<file path="src/rtl/decoder_nto2n_seq.sv">
// Registered binary-to-one-hot decoder with valid/ready handshakes and a one-rotation scan mode.
// Optional macro DECODER_NTO2N_ERR_EN adds the err output.
module decoder_nto2n_seq #(
  parameter int IN_W       = 3,
  parameter int OUT_W      = 2**IN_W,
  parameter int SCAN_DWELL = 4
) (
  input  logic             clk,
  input  logic             rst_n,
  input  logic             en,
  input  logic             mode,
  input  logic             in_valid,
  output logic             in_ready,
  input  logic [IN_W-1:0]  de_in,
  output logic             out_valid,
  input  logic             out_ready,
  output logic [OUT_W-1:0] de_out,
`ifdef DECODER_NTO2N_ERR_EN
  output logic             err,
`endif
  output logic             scan_busy
);

  // Handshakes: a transfer happens on a rising edge where valid && ready are both high;
  // a producer holds valid and its payload stable until that edge, ready never waits on valid.
  typedef enum logic {ST_IDLE, ST_SCAN} state_t;

  localparam logic [7:0]      DWELL_LAST = 8'(SCAN_DWELL - 1);
  localparam logic [IN_W-1:0] LAST_IDX   = IN_W'(OUT_W - 1);

  state_t           state_q, state_d;
  logic [OUT_W-1:0] de_out_q, de_out_d;
  logic             out_valid_q, out_valid_d;
  logic             scan_busy_q, scan_busy_d;
  logic [IN_W-1:0]  idx_q, idx_d;
  logic [IN_W-1:0]  beat_q, beat_d;
  logic [7:0]       dwell_q, dwell_d;
  logic             err_d;
  logic             in_range;

  function automatic logic [OUT_W-1:0] one_hot(input logic [IN_W-1:0] i);
    return {{(OUT_W-1){1'b0}}, 1'b1} << i;
  endfunction

  assign in_range  = (32'(de_in) < OUT_W);
  assign in_ready  = en && (state_q == ST_IDLE) && (!out_valid_q || out_ready);
  assign de_out    = de_out_q;
  assign out_valid = out_valid_q;
  assign scan_busy = scan_busy_q;

  always_comb begin
    state_d     = state_q;
    de_out_d    = de_out_q;
    out_valid_d = out_valid_q;
    scan_busy_d = scan_busy_q;
    idx_d       = idx_q;
    beat_d      = beat_q;
    dwell_d     = dwell_q;
    err_d       = 1'b0;
    if (en) begin
      case (state_q)
        ST_IDLE: begin
          if (in_valid && in_ready) begin
            out_valid_d = 1'b1;
            err_d       = !in_range;
            if (mode) begin
              // Out-of-range scan starts are clamped to output 0.
              state_d     = ST_SCAN;
              scan_busy_d = 1'b1;
              idx_d       = in_range ? de_in : '0;
              beat_d      = '0;
              dwell_d     = '0;
              de_out_d    = one_hot(idx_d);
            end else begin
              de_out_d = in_range ? one_hot(de_in) : '0;
            end
          end else if (out_ready) begin
            out_valid_d = 1'b0;
            de_out_d    = '0;
          end
        end
        ST_SCAN: begin
          if (out_ready && (dwell_q >= DWELL_LAST)) begin
            dwell_d = '0;
            if (beat_q == LAST_IDX) begin
              state_d     = ST_IDLE;
              scan_busy_d = 1'b0;
              out_valid_d = 1'b0;
              de_out_d    = '0;
            end else begin
              idx_d    = (idx_q == LAST_IDX) ? '0 : idx_q + IN_W'(1);
              beat_d   = beat_q + IN_W'(1);
              de_out_d = one_hot(idx_d);
            end
          end else if (dwell_q < DWELL_LAST) begin
            // Saturating: a stalled beat only needs to remember it has dwelt long enough.
            dwell_d = dwell_q + 8'd1;
          end
        end
        default: state_d = ST_IDLE;
      endcase
    end
  end

  always_ff @(posedge clk or negedge rst_n) begin
    if (!rst_n) begin
      state_q     <= ST_IDLE;
      de_out_q    <= '0;
      out_valid_q <= 1'b0;
      scan_busy_q <= 1'b0;
      idx_q       <= '0;
      beat_q      <= '0;
      dwell_q     <= '0;
    end else begin
      state_q     <= state_d;
      de_out_q    <= de_out_d;
      out_valid_q <= out_valid_d;
      scan_busy_q <= scan_busy_d;
      idx_q       <= idx_d;
      beat_q      <= beat_d;
      dwell_q     <= dwell_d;
    end
  end

`ifdef DECODER_NTO2N_ERR_EN
  logic err_q;
  always_ff @(posedge clk or negedge rst_n) begin
    if (!rst_n) err_q <= 1'b0;
    else        err_q <= err_d;
  end
  assign err = err_q;
`else
  logic unused_err;
  assign unused_err = err_d;
`endif

endmodule

</file>
<file path="config.mk">
export PLATFORM = sky130hd
export DESIGN_NAME = decoder_nto2n_seq
export DESIGN_NICKNAME = d
export VERILOG_FILES = /design/src/rtl/decoder_nto2n_seq.sv
export SDC_FILE = /design/constraint.sdc
export NUM_CORES = 1
export LEC_CHECK = 0
export BUFFER_PORTS_ARGS = -buffer_cell sky130_fd_sc_hd__buf_2
export CAP_MARGIN = 25
export CORE_ASPECT_RATIO = 0.6
export CORE_MARGIN = 2
export CORE_UTILIZATION = 30
export DETAILED_ROUTE_END_ITERATION = 8
export HOLD_SLACK_MARGIN = 0.08
export PLACE_DENSITY = 0.51
export SYNTH_ARGS = -nofsm -noshare
export SYNTH_HDL_FRONTEND = slang
export SYNTH_SLANG_ARGS = --single-unit
</file>
<file path="constraint.sdc">
create_clock -name clk -period 4.2 [get_ports clk]
set_input_delay 0.42 -clock clk [delete_from_list [all_inputs] [get_ports clk]]
set_output_delay 0.42 -clock clk [all_outputs]
set_load 0.05 [all_outputs]
</file>
==> reports/results.ini <==
[worst_setup_path]
cp_max_fo=8
slowest_delay_ns=0.42
slowest_stage=dfrtp_1
endpoint_kind=flop
path_buf_inv=0
crit_type=flop to flop
crit_required_ns=4.36
crit_arrival_ns=2.31
critPathLaunchType=flop
cp_top_family=simple AND/OR/NAND/NOR gates
worstPathCellList=ha_1 > nor3_1 > nand3_2 > a32oi_4 > mux2_2

[detailed_routing]
vias=1027
viasPerCell=4.914
wl_per_cell_um=15.08
drt.antenna.violating_nets=0
wl_um=3151
first_pass_iters=4
drt_iter0_drc=51
remaining_drc_errors=0

[clock_network]
cts-root-buf=clkbuf_8
h-tree-depth=1
clock-sinks=25
cts_buffer_depth=2
numCtsBuffers=3
clkLatencyLatePin_ns=0.27
postCtsSetupBuffers=0
cts_tree=yes
ctsHoldBuffers=0
post_cts_resized=0
path_clk_slew_ns=0.09

[timing]
fin_crit_sh_pct=51.14
maxSlewHeadroom_pct=57.23
hold_violations=0
finalSetupTns_ns=0
setup_violations=0
worst_pin_slew_ns=0.6385
finalCriticalPeriod_ns=2.148
clock.fmax_mhz=465.6
fin_skew_ns=0.005521
drv_slew=0
grt_setup_unrepaired=false

[grt]
grt_max_degree=26
grt_pass1_vias=1032
grt_first_pass_wirelength_um=5326
antenna_found_initial=0
grt_usage_pct=13.50
gr-total-overflow=0

[floorplan]
start_util_pct=30.66
die_w_um=91.48
dieArea_sq_um=5168
coreArea_sq_um=4493
die_y_um=56.49
ios=20
rows=19

[flow_run]
maxCapViolCount=0

[power]
power_frac_seq_pct=33.6
clkPwrFrac_pct=12.4
power.total_mw=1.208
p_per_area_nw_per_um2=759.1
combPwrFrac_pct=54.0
power.leakage_nw=0.7297
ir_drop_mv=0.2859
switching_share_pct=46.25
switchingPower_mw=0.5588
p_int_mw=0.6493

[place]
gp_congestion=0.9038
dp_hpwl_um=2439
dpl_cell_area_sq_um=1543
port_buffers=19

[final_layout]
fillCellCount=439
fin_area_sq_um=1592
area_delta_synth_final_pct=15.53
fin_nets=161
drive_above_1_share_pct=29.45
n_antenna_cell=0

[synth]
seq_area_frac_synth_pct=45.41
synth.distinct_cells=36
synth_nets=139
yosysWarnings=0
synth_seq_cells=25
postSynthAreaPerCell_sq_um=11.02
synth_area_sq_um=1378
syn_inst=125

[run_status]
status=finished clean

[min_path]
hp-class=input port to async pin

[cells by family (layout without fill, tap and decap cells)]
| family | count (synthesis) | in the layout | synth area share [%] |
|---|---|---|---|
| fa+ha+maj | 5 | 5 | 4.541 |
| compound gates | 25 | 25 | 14.53 |
| buf+inv | 7 | 28 | 1.998 |
| mux | 17 | 17 | 13.71 |
| flops | 25 | 25 | 45.41 |
| simple gates | 46 | 46 | 19.80 |
[worst paths after layout]
path	slack, ns	cells past startpoint	start	endpoint
worst min-delay path	0.13	1	rst_n	dwell_q[7]$_DFFE_PN0P_
max in group asynchronous	3.69	1	rst_n	de_out[6]$_DFFE_PN0P_
worst max register to register	2.05	5	dwell_q[0]$_DFFE_PN0P_	de_out[1]$_DFFE_PN0P_
worst min register to register	0.52	1	de_out[7]$_DFFE_PN0P_	de_out[7]$_DFFE_PN0P_
min in group clk	0.52	1	de_out[7]$_DFFE_PN0P_	de_out[7]$_DFFE_PN0P_
worst max-delay path	2.05	5	dwell_q[0]$_DFFE_PN0P_	de_out[1]$_DFFE_PN0P_
[metal layers]
metal	routed length, um	part of all wire [%]	global-route usage (%)	vias up
met5	0	0	0	-
met4	42	1.3	4.762	0
li1	-	-	-	508
met1	1712	54	20.46	498
met2	1311	42	18.17	17
met3	85	2.7	3.624	4
[layout make-up]
type | instances | area [sq um] | area share, %
multi-input cells | 93 | 724.4 | 45.52
flip-flops and latches | 25 | 625.6 | 39.31
repair buffers | 19 | 95.09 | 5.975
well taps | 63 | 78.83 | 4.953
clock buffers | 3 | 41.29 | 2.594
inverters | 5 | 18.77 | 1.179
clock inverters | 1 | 7.507 | 0.4717
[power by group through the flow]
stage	clock (mW)	combinational, mW	sequential, mW
after global routing	0.167	0.719	0.419
after floorplan	0	0.406	0.495
final	0.150	0.652	0.406
after global placement	0	0.635	0.404
after CTS	0.157	0.654	0.405
after detailed placement	0	0.651	0.410
[sequential cells by signal (all words and copies together) (netlist names)]
register / cells
beat_q: 3
dwell_q: 8
idx_q: 3
de_out: 8
state_q: 1
scan_busy: 1
out_valid: 1
[per-stage QoR]
step | hold slack [ns] | instances | utilization, % | setup slack (ns)
after floorplan | 0.1244 | 125 | - | 2.175
after global placement | 0.4399 | 205 | 34.34 | 2.177
after detailed placement | 0.4594 | 205 | 34.34 | 2.068
after CTS | 0.1455 | 209 | 35.42 | 2.034
after global routing | 0.1639 | 209 | 35.42 | 1.888
final | 0.1313 | 209 | 35.42 | 2.052
[cell usage after synthesis]
cell type / instances / area share, %
dfrtp_1: 25 / 45
mux2_2: 15 / 12
nand2_1: 12 / 3.3
and2_1: 5 / 2.3
ha_1: 5 / 4.5
inv_1: 5 / 1.4
nand2b_1: 5 / 2.3
nor2b_1: 5 / 2.3
o21a_1: 4 / 2.2
o22ai_1: 4 / 1.8
o32ai_1: 4 / 2.5
nand3_1: 3 / 1.1
nand4_1: 3 / 1.4
nor3_1: 3 / 1.1
a31oi_1: 2 / 0.91
mux2i_1: 2 / 1.5
o211ai_1: 2 / 1.1
o21ai_0: 2 / 0.73
o31ai_1: 2 / 1.1
a21boi_0: 1 / 0.55
a21oi_1: 1 / 0.36
a32oi_4: 1 / 2.0
and3_1: 1 / 0.45
and4_1: 1 / 0.64
buf_2: 1 / 0.36
clkbuf_1: 1 / 0.27
nand3_2: 1 / 0.73
nand3b_1: 1 / 0.55
nor2_1: 1 / 0.27
nor4_1: 1 / 0.45
nor4_4: 1 / 1.5
nor4b_1: 1 / 0.64
o21ai_2: 1 / 0.64
o22a_1: 1 / 0.64
or2_2: 1 / 0.45
or3_1: 1 / 0.45
[cells in the final DEF, fill, tap and decap left out, drive strengths merged, types with 2 or more instances in the layout]
master  count
nand4       3
o21a        4
a31oi       2
o211ai      2
dfrtp      25
nor2b       5
nand2      12
nor3        3
mux2i       2
nand3       4
mux2       15
inv         5
nor4        2
o31ai       2
clkbuf      3
buf        19
o22ai       4
ha          5
o32ai       4
and2        5
nand2b      5
o21ai       3
(Power assumes the default switching activity.)
